### config.mk
export PLATFORM = sky130hd
export DESIGN_NAME = mem_wb_stage_flat
export DESIGN_NICKNAME = d
export VERILOG_FILES = /design/src/rtl/riscv_pkg.sv /design/src/rtl/mem_wb_stage_if.sv /design/src/rtl/mem_wb_stage_load_extract.sv /design/src/rtl/mem_wb_stage.sv /design/src/flat_wrapper.sv
export SDC_FILE = /design/constraint.sdc
export NUM_CORES = 1
export LEC_CHECK = 0
export BUFFER_PORTS_ARGS = -buffer_cell sky130_fd_sc_hd__clkbuf_2
export CAP_MARGIN = 10
export CORE_MARGIN = 2
export CORE_UTILIZATION = 46
export DETAILED_ROUTE_END_ITERATION = 12
export PLACE_DENSITY = 0.85
export SYNTH_ARGS = -nofsm -noshare
export SYNTH_HDL_FRONTEND = slang
export SYNTH_HIERARCHICAL = 1
export SYNTH_SLANG_ARGS = --single-unit
export TNS_END_PERCENT = 100
### constraint.sdc
create_clock -name clk -period 3.75 [get_ports clk]
set_input_delay 0.75 -clock clk [delete_from_list [all_inputs] [get_ports clk]]
set_output_delay 0.75 -clock clk [all_outputs]
set_load 0.01 [all_outputs]
### src/rtl/riscv_pkg.sv
// riscv_pkg: shared encodings for the pipelined RISC-V core.
//   XLEN            datapath width (only 32 is supported)
//   wb_sel_e        writeback result select: WB_ALU, WB_LOAD, WB_PC4, WB_ZERO
//   F3_*            load size/sign funct3 encodings
//   mem_wb_t        MEM/WB pipeline register contents
package riscv_pkg;

  localparam int XLEN = 32;

  typedef enum logic [1:0] {
    WB_ALU  = 2'b00,
    WB_LOAD = 2'b01,
    WB_PC4  = 2'b10,
    WB_ZERO = 2'b11
  } wb_sel_e;

  localparam logic [2:0] F3_LB  = 3'b000;
  localparam logic [2:0] F3_LH  = 3'b001;
  localparam logic [2:0] F3_LW  = 3'b010;
  localparam logic [2:0] F3_LBU = 3'b100;
  localparam logic [2:0] F3_LHU = 3'b101;

  typedef struct packed {
    logic            valid;
    logic            reg_write;
    logic [4:0]      rd;
    wb_sel_e         wb_sel;
    logic [2:0]      funct3;
    logic [1:0]      addr_lo;
    logic [XLEN-1:0] alu_result;
    logic [XLEN-1:0] load_data;
    logic [XLEN-1:0] pc_plus4;
  } mem_wb_t;

endpackage

### src/rtl/mem_wb_stage_if.sv
// mem_wb_stage_if: MEM-side inputs and WB-side outputs of the MEM/WB stage.
//   master: pipeline control / MEM stage side (drives stall, flush, mem_*)
//   slave : mem_wb_stage (drives reg_write, rd, wd, wb_valid, retire_count)
interface mem_wb_stage_if #(
  parameter int XLEN = riscv_pkg::XLEN
);
  logic            stall;
  logic            flush;
  logic            mem_valid;
  logic            mem_reg_write;
  logic [4:0]      mem_rd;
  logic [1:0]      mem_wb_sel;
  logic [2:0]      mem_funct3;
  logic [1:0]      mem_addr_lo;
  logic [XLEN-1:0] mem_alu_result;
  logic [XLEN-1:0] mem_load_data;
  logic [XLEN-1:0] mem_pc_plus4;

  logic            reg_write;
  logic [4:0]      rd;
  logic [XLEN-1:0] wd;
  logic            wb_valid;
  logic [63:0]     retire_count;

  modport master (
    output stall, flush, mem_valid, mem_reg_write, mem_rd, mem_wb_sel,
           mem_funct3, mem_addr_lo, mem_alu_result, mem_load_data, mem_pc_plus4,
    input  reg_write, rd, wd, wb_valid, retire_count
  );

  modport slave (
    input  stall, flush, mem_valid, mem_reg_write, mem_rd, mem_wb_sel,
           mem_funct3, mem_addr_lo, mem_alu_result, mem_load_data, mem_pc_plus4,
    output reg_write, rd, wd, wb_valid, retire_count
  );
endinterface

### src/rtl/mem_wb_stage_load_extract.sv
// load_extract: combinational load-data extraction and extension.
//   funct3  in  3   load size/sign encoding (LB/LH/LW/LBU/LHU, others = word)
//   addr_lo in  2   byte offset within the aligned word
//   word    in  32  raw aligned word from data memory
//   value   out 32  extracted, sign/zero-extended result
module load_extract
  import riscv_pkg::*;
(
  input  logic [2:0]      funct3,
  input  logic [1:0]      addr_lo,
  input  logic [XLEN-1:0] word,
  output logic [XLEN-1:0] value
);

  logic [7:0]  byte_sel;
  logic [15:0] half_sel;

  always_comb begin
    byte_sel = word[7:0];
    case (addr_lo)
      2'd0: byte_sel = word[7:0];
      2'd1: byte_sel = word[15:8];
      2'd2: byte_sel = word[23:16];
      2'd3: byte_sel = word[31:24];
      default: byte_sel = word[7:0];
    endcase
    // addr_lo[0] is ignored for halfwords; misalignment is caught upstream
    half_sel = addr_lo[1] ? word[31:16] : word[15:0];
  end

  always_comb begin
    value = word;
    case (funct3)
      F3_LB:   value = {{24{byte_sel[7]}}, byte_sel};
      F3_LBU:  value = {24'd0, byte_sel};
      F3_LH:   value = {{16{half_sel[15]}}, half_sel};
      F3_LHU:  value = {16'd0, half_sel};
      default: value = word;
    endcase
  end

endmodule

### src/rtl/mem_wb_stage.sv
// mem_wb_stage: MEM/WB pipeline register and writeback select.
//   clk  in  clock, rising edge
//   rst  in  asynchronous active-high reset
//   bus  slave modport of mem_wb_stage_if (MEM inputs, regfile write port,
//        wb_valid, retire_count)
// Optional feature: define MEM_WB_RETIRE_CNT_EN to build the 64-bit
// retired-instruction counter; otherwise retire_count is tied to 0.
module mem_wb_stage
  import riscv_pkg::*;
(
  input  logic           clk,
  input  logic           rst,
  mem_wb_stage_if.slave  bus
);

  mem_wb_t         q;
  logic [XLEN-1:0] load_value;

  always_ff @(posedge clk or posedge rst) begin
    if (rst) begin
      q <= '0;
    end else if (bus.flush) begin
      q <= '0;
    end else if (!bus.stall) begin
      q.valid      <= bus.mem_valid;
      q.reg_write  <= bus.mem_reg_write;
      q.rd         <= bus.mem_rd;
      q.wb_sel     <= wb_sel_e'(bus.mem_wb_sel);
      q.funct3     <= bus.mem_funct3;
      q.addr_lo    <= bus.mem_addr_lo;
      q.alu_result <= bus.mem_alu_result;
      q.load_data  <= bus.mem_load_data;
      q.pc_plus4   <= bus.mem_pc_plus4;
    end
  end

  load_extract u_load_extract (
    .funct3  (q.funct3),
    .addr_lo (q.addr_lo),
    .word    (q.load_data),
    .value   (load_value)
  );

  always_comb begin
    bus.wd = '0;
    case (q.wb_sel)
      WB_ALU:  bus.wd = q.alu_result;
      WB_LOAD: bus.wd = load_value;
      WB_PC4:  bus.wd = q.pc_plus4;
      default: bus.wd = '0;
    endcase
  end

  // x0 is never written, so it also never appears on the forwarding path
  assign bus.reg_write = q.valid & q.reg_write & (q.rd != 5'd0);
  assign bus.rd        = q.rd;
  assign bus.wb_valid  = q.valid;

`ifdef MEM_WB_RETIRE_CNT_EN
  logic [63:0] retire_cnt;
  logic        retire;

  // an instruction retires in the cycle it leaves WB: not held by stall,
  // or pushed out by a flush
  assign retire = q.valid & (~bus.stall | bus.flush);

  always_ff @(posedge clk or posedge rst) begin
    if (rst) begin
      retire_cnt <= '0;
    end else if (retire) begin
      retire_cnt <= retire_cnt + 64'd1;
    end
  end

  assign bus.retire_count = retire_cnt;
`else
  assign bus.retire_count = '0;
`endif

endmodule

### src/flat_wrapper.sv
// flat-port wrapper written by rule: the top's interface ports become plain ports
module mem_wb_stage_flat import riscv_pkg::*;
  (clk, rst, bus_stall, bus_flush, bus_mem_valid, bus_mem_reg_write, bus_mem_rd, bus_mem_wb_sel, bus_mem_funct3, bus_mem_addr_lo, bus_mem_alu_result, bus_mem_load_data, bus_mem_pc_plus4, bus_reg_write, bus_rd, bus_wd, bus_wb_valid, bus_retire_count);
  mem_wb_stage_if bus_i ();
  input  logic clk;
  input  logic rst;
  input wire logic [$bits(bus_i.stall)-1:0] bus_stall;
  input wire logic [$bits(bus_i.flush)-1:0] bus_flush;
  input wire logic [$bits(bus_i.mem_valid)-1:0] bus_mem_valid;
  input wire logic [$bits(bus_i.mem_reg_write)-1:0] bus_mem_reg_write;
  input wire logic [$bits(bus_i.mem_rd)-1:0] bus_mem_rd;
  input wire logic [$bits(bus_i.mem_wb_sel)-1:0] bus_mem_wb_sel;
  input wire logic [$bits(bus_i.mem_funct3)-1:0] bus_mem_funct3;
  input wire logic [$bits(bus_i.mem_addr_lo)-1:0] bus_mem_addr_lo;
  input wire logic [$bits(bus_i.mem_alu_result)-1:0] bus_mem_alu_result;
  input wire logic [$bits(bus_i.mem_load_data)-1:0] bus_mem_load_data;
  input wire logic [$bits(bus_i.mem_pc_plus4)-1:0] bus_mem_pc_plus4;
  output wire logic [$bits(bus_i.reg_write)-1:0] bus_reg_write;
  output wire logic [$bits(bus_i.rd)-1:0] bus_rd;
  output wire logic [$bits(bus_i.wd)-1:0] bus_wd;
  output wire logic [$bits(bus_i.wb_valid)-1:0] bus_wb_valid;
  output wire logic [$bits(bus_i.retire_count)-1:0] bus_retire_count;
  assign bus_i.stall = bus_stall;
  assign bus_i.flush = bus_flush;
  assign bus_i.mem_valid = bus_mem_valid;
  assign bus_i.mem_reg_write = bus_mem_reg_write;
  assign bus_i.mem_rd = bus_mem_rd;
  assign bus_i.mem_wb_sel = bus_mem_wb_sel;
  assign bus_i.mem_funct3 = bus_mem_funct3;
  assign bus_i.mem_addr_lo = bus_mem_addr_lo;
  assign bus_i.mem_alu_result = bus_mem_alu_result;
  assign bus_i.mem_load_data = bus_mem_load_data;
  assign bus_i.mem_pc_plus4 = bus_mem_pc_plus4;
  assign bus_reg_write = bus_i.reg_write;
  assign bus_rd = bus_i.rd;
  assign bus_wd = bus_i.wd;
  assign bus_wb_valid = bus_i.wb_valid;
  assign bus_retire_count = bus_i.retire_count;
  mem_wb_stage u_core (.clk(clk), .rst(rst), .bus(bus_i));
endmodule
==> flow_metrics.py, run 1 <==
metrics = {
    "grt": {
        "track_usage_pct": 20.8,
        "grt_pass1_vias": 4545,
        "grt-ovfl-total": 0,
        "grt_max_degree": 111,
        "grt_pass1_wl_mm": 24.0,
        "antenna_found_initial": 0,
    },
    "drt": {
        "vias": 4659,
        "wl_mm": 15.3,
        "drt-vias-per-instance": 5.06,
        "antenna_left": 0,
        "first_pass_iters": 4,
        "drc": 0,
        "wl_per_cell_um": 16.7,
        "drt_iter0_drc": 243,
    },
    "sta": {
        "worstMarginPinSlew_ps": 1160,
        "max_clock_freq_mhz": 293,
        "post-route-min-period_ps": 3410,
        "setup_tns_ps": 0,
        "fin_ws_ps": 335,
        "setup_viol": 0,
        "hold_viol_final": 0,
        "post-route-period-util_pct": 91.1,
        "rsz0062_at_grt": "no",
        "maxSlewViolCount": 0,
        "maxSlewHeadroom_pct": 22.7,
        "finClkSkew_ps": 0,
    },
    "floorplanning": {
        "io_pins": 217,
        "fp-row-count": 43,
        "initial_core_util_pct": 47.1,
        "chipWidth_um": 123,
        "core_region_area_um2": 13900,
        "fp.dieH_um": 123,
        "die-area_um2": 15200,
    },
    "yosys": {
        "ys_ff_latch": 110,
        "syn_inst": 615,
        "syn_area_per_cell_um2": 10.6,
        "synth_area_um2": 6540,
        "synthDistinctLibCells": 31,
        "yosys_warnings": 6,
        "seq_area_frac_synth_pct": 42.1,
    },
    "worst_setup_path": {
        "required_ps": 3000,
        "rrSetupSlack_ps": 2510,
        "worstPathArrival_ps": 2660,
        "rr_worst_depth": 3,
        "cp-start-kind": "flip-flop",
        "critical_path.endpoint_type": "output pin",
        "crit_fanout": 23,
        "worstSetupPathType": "flip-flop to output pin",
    },
    "run": {
        "maxCapViolations": 0,
    },
    "power_and_ir_drop": {
        "power_mw": 2.89,
        "p_per_area_nw_per_um2": 398,
        "p_leak_nw": 3.94,
        "vdd_drop_max_mv": 0.243,
    },
    "clock_tree": {
        "cts_setup_buffers": 0,
        "holdBufCountCts": 0,
        "cts_buffers": 9,
        "cts_max_path_buffers": 2,
        "htree_levels": 3,
        "clkTransAtPathRegs_ps": 70,
        "cts_tree": "yes",
        "insertion_delay_ps": 350,
        "cts.sinks": 110,
        "cts_root_buffer": "clkbuf_16",
        "cts_resized": 0,
    },
    "min_path": {
        "min_path_type": "flip-flop to flip-flop",
        "holdPathStages": 2,
    },
    "layout": {
        "nets": 849,
        "diodes": 0,
        "layout-drive-gt1-share_pct": 26.1,
        "fill_cells": 1283,
        "final_area_um2": 7250,
        "syn2layout_area_growth_pct": 10.9,
        "final_util_pct": 52.2,
    },
    "placed_design": {
        "place_congestion": 0.830,
        "place_area_um2": 6910,
        "dp_slack_ps": 746,
        "port-buffer-count": 152,
        "dp_hpwl_mm": 10.9,
    },
    "outcome": {
        "status": "completed",
    },
}
==> placed cells by master (no fill, tap or decap) <==
cell | synthesis | routed
conb_1 | 1 | 64
clkbuf_1 | 13 | 1
mux4_2 | 1 | 1
inv_4 | 0 | 1
mux2i_1 | 143 | 143
o311a_1 | 1 | 1
nand2b_1 | 7 | 7
nor2_1 | 113 | 113
inv_1 | 3 | 2
o2bb2ai_1 | 22 | 22
a221o_1 | 8 | 8
o2bb2ai_2 | 10 | 10
a21oi_1 | 2 | 2
o21bai_1 | 1 | 1
clkinv_2 | 0 | 1
clkbuf_2 | 0 | 150
a31oi_1 | 1 | 1
and3b_1 | 1 | 1
or3_1 | 1 | 1
nor2b_1 | 3 | 3
dfrtp_1 | 110 | 109
clkinvlp_4 | 0 | 2
o22a_1 | 1 | 1
buf_6 | 8 | 1
bufinv_16 | 0 | 3
nand2_1 | 35 | 35
o22ai_4 | 1 | 1
dfrtp_2 | 0 | 1
buf_12 | 10 | 1
a21o_1 | 17 | 17
o21ai_1 | 8 | 8
clkbuf_16 | 0 | 9
or4_4 | 1 | 1
nor2b_4 | 1 | 1
buf_4 | 71 | 10
a22oi_1 | 7 | 7
==> layout make-up <==
type	count	area, µm²	share of cell area, %
multi-input combinational	449	3060	42.2
sequential	110	2750	38.0
timing repair buffer	162	857	11.8
clock buffer	10	229	3.16
tap	180	225	3.11
clock inverter	6	110	1.52
inverter	3	13.8	0.190
==> layer usage <==
layer | global-route usage (%) | routed length, µm
met5 | 0 | 0
met4 | 6.18 | 248
met3 | 5.58 | 1110
met2 | 33.2 | 7210
met1 | 27.8 | 6760
==> registers in the layout, summed over array words and instances, names as in the netlist <==
register / cells
u_core/bus.rd: 5
u_core/q: 104
u_core/bus.wb_valid: 1
==> final timing paths <==
| path | from | end |
|---|---|---|
| min | u_core/q[84]$_DFFE_PP0P_ | u_core/q[84]$_DFFE_PP0P_ |
| min reg2reg | u_core/q[84]$_DFFE_PP0P_ | u_core/q[84]$_DFFE_PP0P_ |
| min in group asynchronous | rst | u_core/q[102]$_DFFE_PP0P_ |
| max in group asynchronous | rst | u_core/q[9]$_DFFE_PP0P_ |
| max reg2reg | u_core/q[102]$_DFFE_PP0P_ | u_core/q[102]$_DFFE_PP0P_ |
| max | u_core/q[97]$_DFFE_PP0P_ | bus_wd[21] |
==> kinds of logic after synthesis <==
family                 count (synthesis)  synth area share [%]
and+or+nand+nor                      162                  10.1
buffers and inverters                119                  14.7
muxes                                144                  22.2
DFF                                  110                  42.1
other                                  1                0.0574
AOI/OAI and AO/OA                     79                  10.8
==> Yosys cell counts <==
master     instances  area share (%)
a21o_1            17             2.0
a21oi_1            2            0.15
a221o_1            8             1.2
a22oi_1            7            0.80
a31oi_1            1           0.096
and3b_1            1            0.13
buf_12            10             3.1
buf_2             13             1.0
buf_4             71             8.2
buf_6              8             1.4
buf_8              1            0.23
clkbuf_1          13            0.75
conb_1             1           0.057
dfrtp_1          110              42
inv_1              3            0.17
mux2i_1          143              22
mux4_2             1            0.34
nand2_1           35             2.0
nand2b_1           7            0.67
nor2_1           113             6.5
nor2b_1            3            0.29
nor2b_4            1            0.21
o21ai_1            8            0.61
o21bai_1           1            0.11
o22a_1             1            0.13
o22ai_4            1            0.31
o2bb2ai_1         22             2.9
o2bb2ai_2         10             2.3
o311a_1            1            0.15
or3_1              1           0.096
or4_4              1            0.17
==> worst max-delay path: stages (launching register included) <==
cell       delay [ps]
dfrtp_1           720
mux2i_1           180
or4_4             450
o22ai_4           480
a21o_1            190
o2bb2ai_2         130
clkbuf_2          160
==> stage by stage <==
step	hold WS (ps)	instances
2_1_floorplan	487	678
3_3_place_gp	501	904
3_5_place_dp	511	904
4_1_cts	528	920
5_1_grt	542	920
6_report	521	920
==> power breakdown <==
| group | total, mW | internal, mW | switching [mW] |
|---|---|---|---|
| registers | 1.31 | 1.25 | 0.0565 |
| logic | 0.495 | 0.210 | 0.286 |
| clock network | 1.08 | 0.652 | 0.431 |
| total | 2.89 | 2.11 | 0.773 |
No activity file was read; power rests on OpenSTA's default activity.
==> inputs of run 2 (changes only) <==
--- a/config.mk
+++ b/config.mk
@@ -5,6 +5,7 @@
 export SDC_FILE = /design/constraint.sdc
 export NUM_CORES = 1
 export LEC_CHECK = 0
+export ABC_AREA = 1
 export BUFFER_PORTS_ARGS = -buffer_cell sky130_fd_sc_hd__clkbuf_2
 export CAP_MARGIN = 10
 export CORE_MARGIN = 2
==> run 2 against run 1 <==
Against the previous run:
- synthesized cell count rose by 41%
- utilization decreased by 0.079 points
- setup slack gained 210 ps
- critical path depth rose by 1
- wire length grew 9.9%
- non-clock buffer count fell by 1
- largest cell class unchanged
==> flow_metrics.py, run 2 <==
metrics = {
    "grt": {
        "grt-ovfl-total": 0,
        "antenna_found_initial": 0,
        "grt_pass1_wl_mm": 27.0,
        "grtUsageMet1_pct": 32.2,
        "grt_pass1_vias": 5338,
        "grt_max_degree": 109,
        "met3_usage_pct": 5.95,
        "track_usage_pct": 23.5,
        "busiest_layer": "met2",
        "use_met2_pct": 37.2,
    },
    "power_and_ir_drop": {
        "vdd_drop_max_mv": 0.296,
        "power.internal_mw": 1.95,
        "combPwrFrac_pct": 17.5,
        "p_leak_nw": 4.14,
        "p_seq_share_pct": 47.4,
        "netSwitchingFraction_pct": 29.4,
        "power.switching_mw": 0.813,
        "p_per_area_nw_per_um2": 387,
        "pwr-share-clk_pct": 35.1,
    },
    "layout": {
        "fin_cells": 1160,
        "diodes": 0,
        "final_util_pct": 52.1,
        "nets": 1090,
        "syn2layout_area_growth_pct": 12.2,
        "layout_commonest_cell": "nand2_1",
        "fill_cells": 1335,
        "regMostFlops": "u_core/q",
        "final_cell_mix": "nand2_1 (364), nand3_1 (167), clkbuf_2 (151), dfrtp_1 (110), conb_1 (64)",
        "layout-drive-gt1-share_pct": 20.5,
        "final_area_um2": 7150,
        "largest_reg_flops": 104,
    },
    "floorplanning": {
        "io_pins": 217,
        "fp-row-count": 43,
        "initial_core_util_pct": 46.5,
        "fp.dieH_um": 122,
        "die-area_um2": 14800,
        "core_region_area_um2": 13700,
        "chipWidth_um": 122,
    },
    "sta": {
        "hold_viol_final": 0,
        "max_clock_freq_mhz": 312,
        "finClkSkew_ps": 0,
        "setup_tns_ps": 0,
        "post-route-period-util_pct": 85.6,
        "worstMarginPinSlew_ps": 783,
        "setup_viol": 0,
        "rsz0062_at_grt": "no",
        "post-route-min-period_ps": 3210,
        "maxSlewHeadroom_pct": 47.8,
        "maxSlewViolCount": 0,
        "hold_slack_ps": 508,
    },
    "yosys": {
        "seq_area_frac_synth_pct": 43.2,
        "yosys_warnings": 6,
        "synth_most_common_cell": "nand2_1",
        "synth_edf_count": 0,
        "synthArstFlopShare_pct": 100,
        "syn_area_per_cell_um2": 7.36,
        "yosys.area.top_type": "dfrtp_1",
        "ys_ff_latch": 110,
        "synthDistinctLibCells": 28,
        "yosysTopAreaCellShare_pct": 43.2,
        "syn_inst": 866,
        "synth_common_cells": "nand2_1 (364), nand3_1 (167), dfrtp_1 (110)",
        "synth_area_um2": 6370,
        "synthFlopType": "dfrtp_1",
        "ys_top_cells_by_area": "dfrtp_1 (43%), nand2_1 (21%), nand3_1 (13%), buf_4 (8.8%), buf_2 (1.9%)",
    },
    "worst_setup_path": {
        "worstPathArrival_ps": 2460,
        "required_ps": 3000,
        "worstSetupPathType": "flip-flop to output pin",
        "crit_fanout": 24,
        "critical_path.endpoint_type": "output pin",
        "cp-start-kind": "flip-flop",
        "rr_worst_depth": 2,
    },
    "clock_tree": {
        "cts_setup_buffers": 0,
        "cts_buffers": 9,
        "cts_tree": "yes",
        "clkTransAtPathRegs_ps": 70,
        "cts_max_path_buffers": 2,
        "cts_root_buffer": "clkbuf_16",
        "cts.sinks": 110,
        "holdBufCountCts": 0,
        "cts_resized": 0,
        "insertion_delay_ps": 350,
        "htree_levels": 3,
    },
    "placed_design": {
        "place_area_um2": 6850,
        "port-buffer-count": 152,
        "place_congestion": 0.886,
        "dp_hpwl_mm": 11.9,
        "placedCellCount": 1145,
    },
    "drt": {
        "drc": 0,
        "drt_iter0_drc": 480,
        "wl_per_cell_um": 14.5,
        "vias": 5870,
        "first_pass_iters": 5,
        "antenna_left": 0,
        "wl_mm": 16.8,
        "drt-vias-per-instance": 5.06,
    },
    "outcome": {
        "status": "completed",
    },
    "min_path": {
        "min_path_type": "flip-flop to flip-flop",
        "holdPathStages": 2,
    },
    "run": {
        "maxCapViolations": 0,
    },
}
run 2: layout make-up:
class                      instances  area (µm²)  share of cell area, %
sequential                       110        2750                   38.5
multi-input combinational        675        2940                   41.1
inverter                          19        78.8                   1.10
clock buffer                      11         243                   3.39
clock inverter                     4        55.1                  0.770
timing repair buffer             161         856                   12.0
tap                              180         225                   3.15
run 2: cells by family after synthesis:
kind of cell / synth area share (%)
AO/OA/AOI/OAI: 2.98
buffers and inverters: 14.4
flip-flops: 43.2
other: 0.0588
AND/OR/NAND/NOR: 39.4
run 2: metal layers:
| metal | wire [µm] | vias to the layer above |
|---|---|---|
| met5 | 0 | - |
| met1 | 7430 | 2781 |
| li1 | - | 2844 |
| met3 | 1100 | 19 |
| met2 | 8040 | 226 |
| met4 | 279 | 0 |
run 2: power groups by stage:
| stage | clock network [mW] | registers (mW) | logic, mW |
|---|---|---|---|
| floorplan | 0 | 1.31 | 0.388 |
| detailed placement | 0 | 1.33 | 0.485 |
| finish | 0.972 | 1.31 | 0.485 |
| global route | 1.03 | 1.32 | 0.547 |
| CTS | 0.991 | 1.31 | 0.488 |
| global placement | 0 | 1.33 | 0.481 |
run 2: path summary, 6_finish.rpt:
| kind | startpoint | to | slack [ps] |
|---|---|---|---|
| setup / recovery | u_core/q[97]$_DFFE_PP0P_ | bus_wd[31] | 540 |
| max in group asynchronous | rst | u_core/q[31]$_DFFE_PP0P_ | 2360 |
| hold reg to reg | u_core/q[20]$_DFFE_PP0P_ | u_core/q[20]$_DFFE_PP0P_ | 510 |
| min in group asynchronous | rst | u_core/q[10]$_DFFE_PP0P_ | 520 |
| hold / removal | u_core/q[20]$_DFFE_PP0P_ | u_core/q[20]$_DFFE_PP0P_ | 510 |
| setup reg to reg | u_core/q[97]$_DFFE_PP0P_ | u_core/q[97]$_DFFE_PP0P_ | 2700 |
run 2: critical path: stages, from the launching register on:
cell      delay (ps)
dfrtp_1          760
inv_2            280
nand3_1          230
nand3_4          290
nand3_1          200
nand2_1           70
nand3_1          120
clkbuf_2         140
run 2: stage by stage:
stage	power [mW]	setup slack, ps
6_report	2.77	541
5_1_grt	2.90	270
4_1_cts	2.79	539
3_5_place_dp	1.82	952
3_3_place_gp	1.81	984
2_1_floorplan	1.70	97.7
==> inputs of run 3 (changes only) <==
--- a/config.mk
+++ b/config.mk
@@ -5,13 +5,11 @@
 export SDC_FILE = /design/constraint.sdc
 export NUM_CORES = 1
 export LEC_CHECK = 0
-export ABC_AREA = 1
 export BUFFER_PORTS_ARGS = -buffer_cell sky130_fd_sc_hd__clkbuf_2
 export CAP_MARGIN = 10
-export CORE_MARGIN = 2
-export CORE_UTILIZATION = 46
+export CORE_UTILIZATION = 32
 export DETAILED_ROUTE_END_ITERATION = 12
-export PLACE_DENSITY = 0.85
+export PLACE_DENSITY = 0.65
 export SYNTH_ARGS = -nofsm -noshare
 export SYNTH_HDL_FRONTEND = slang
 export SYNTH_HIERARCHICAL = 1
==> run 3 against run 2 <==
Against the previous run:
- clock power about the same
- non-clock buffer count increased by 2
- first-iteration DRC count shrank 57%
- flip-flop and latch count is the same
- clock skew unchanged
- combinational power is 2% higher
- die area rose by 42%
- register-to-register slack lost 460 ps
- critical endpoint is now bus_wd[27]
==> flow_metrics.py, run 3 (synthesis gave the netlist of run 1 again) <==
metrics = {
    "layout": {
        "largest_reg_flops": 104,
        "nets": 850,
        "multiInputGateArea_um2": 3060,
        "layout-drive-gt1-share_pct": 26.5,
        "fill_cells": 2033,
        "regMostFlops": "u_core/q",
        "seqCellArea_um2": 2760,
        "diodes": 0,
        "syn2layout_area_growth_pct": 12.3,
        "final_cell_mix": "clkbuf_2 (150), mux2i_1 (143), nor2_1 (113), dfrtp_1 (108), conb_1 (64)",
        "fin_cells": 1006,
        "layout_commonest_cell": "clkbuf_2",
    },
    "worst_setup_path": {
        "critPathMaxStageDelay_ps": 760,
        "cp_cell_sequence": "mux2i_1 > or4_4 > o22ai_4 > a21o_1 > o2bb2ai_2 > clkbuf_2",
        "cp-start-kind": "flip-flop",
        "required_ps": 3000,
        "crit_fanout": 23,
        "critPathTopFamily": "flip-flops",
        "critical_path.endpoint_type": "output pin",
        "crit_slowest_cell": "dfrtp_1",
        "worstSetupPathType": "flip-flop to output pin",
        "worstPathArrival_ps": 2630,
        "path_buf_inv": 1,
    },
    "floorplanning": {
        "core_region_area_um2": 19700,
        "fp-row-count": 51,
        "initial_core_util_pct": 33.2,
        "die-area_um2": 21000,
        "io_pins": 217,
        "fp.dieH_um": 145,
        "chipWidth_um": 145,
    },
    "min_path": {
        "min_path_type": "input port to async pin",
    },
    "clock_tree": {
        "htree_levels": 3,
        "clkTransAtPathRegs_ps": 80,
        "insertion_delay_ps": 350,
        "cts_root_buffer": "clkbuf_16",
        "cts.sinks": 110,
        "cts_buffers": 9,
        "cts_max_path_buffers": 2,
        "cts_setup_buffers": 0,
        "cts_resized": 0,
        "holdBufCountCts": 0,
        "cts_tree": "yes",
    },
    "drt": {
        "wl_per_cell_um": 16.4,
        "drc": 0,
        "antenna_left": 0,
        "drt-vias-per-instance": 4.53,
        "first_pass_iters": 4,
        "wl_mm": 16.5,
        "vias": 4553,
        "drt_iter0_drc": 204,
    },
    "sta": {
        "worstMarginPinSlew_ps": 695,
        "post-route-min-period_ps": 3380,
        "rsz0062_at_grt": "no",
        "post-route-period-util_pct": 90.1,
        "setup_viol": 0,
        "max_clock_freq_mhz": 296,
        "hold_slack_ps": 492,
        "hold_viol_final": 0,
        "finClkSkew_ps": 0,
        "maxSlewViolCount": 0,
        "maxSlewHeadroom_pct": 53.7,
        "setup_tns_ps": 0,
    },
    "power_and_ir_drop": {
        "vdd_drop_max_mv": 0.209,
        "p_per_area_nw_per_um2": 384,
        "p_leak_nw": 3.94,
        "power_mw": 2.82,
    },
    "outcome": {
        "status": "completed",
    },
    "placed_design": {
        "dp_hpwl_mm": 11.9,
        "placedCellCount": 990,
        "place_congestion": 0.822,
        "port-buffer-count": 152,
    },
    "run": {
        "maxCapViolations": 0,
    },
    "grt": {
        "antenna_found_initial": 0,
        "grt_pass1_vias": 4568,
        "grt_pass1_wl_mm": 26.1,
        "track_usage_pct": 16.1,
        "grt-ovfl-total": 0,
        "grt_max_degree": 56,
    },
}
==> run 3: cell count changes in the layout (fill, tap and decap cells not counted), moves of 17 or more <==
cell,previous run,this run
nand2_1,364,35
o21ai_0,18,0
nor2_1,23,113
mux2i_1,0,143
a21o_1,0,17
nand3_1,167,0
o2bb2ai_1,0,22
==> run 3: power breakdown <==
group	switching [mW]	internal [mW]
clock	0.463	0.542
combinational	0.284	0.212
sequential	0.0648	1.25
total	0.811	2.01
==> run 3: stage by stage <==
| stage | area [µm²] | utilization [%] | setup WS [ps] |
|---|---|---|---|
| floorplan | 6770 | - | 97.7 |
| global placement | 7040 | 35.7 | 798 |
| detailed placement | 7040 | 35.7 | 759 |
| CTS | 7340 | 37.2 | 358 |
| global route | 7340 | 37.2 | 176 |
| finish | 7340 | 37.2 | 373 |
==> run 3: worst register-to-register path: stages, from the launching register on <==
cell and delay, ps:
dfrtp_2 760, buf_4 450, mux2i_1 140, nor2_1 100
==> run 3: worst paths after layout <==
check,startpoint,endpoint,slack (ps),depth (start not counted)
max in group asynchronous,rst,u_core/q[69]$_DFFE_PP0P_,2440,3
min in group clk,u_core/q[80]$_DFFE_PP0P_,u_core/q[80]$_DFFE_PP0P_,520,2
worst min-delay path,rst,u_core/q[29]$_DFFE_PP0P_,490,2
worst min register to register,u_core/q[80]$_DFFE_PP0P_,u_core/q[80]$_DFFE_PP0P_,520,2
worst max-delay path,u_core/q[97]$_DFFE_PP0P_,bus_wd[27],370,6
worst max register to register,u_core/q[102]$_DFFE_PP0P_,u_core/q[102]$_DFFE_PP0P_,2240,3
==> run 3: final cells by class <==
type / instances / share of cell area (%)
multi-input cells: 449 / 41.6
flip-flops and latches: 110 / 37.5
repair buffers: 163 / 11.9
well taps: 265 / 4.52
clock buffers: 10 / 3.25
clock inverters: 6 / 0.937
inverters: 3 / 0.187
==> run 3: per-layer routing <==
| layer | track usage, % | part of all wire [%] |
|---|---|---|
| met1 | 22.3 | 48 |
| met5 | 0 | 0 |
| met4 | 3.88 | 0.93 |
| met3 | 3.65 | 5.2 |
| met2 | 25.2 | 46 |
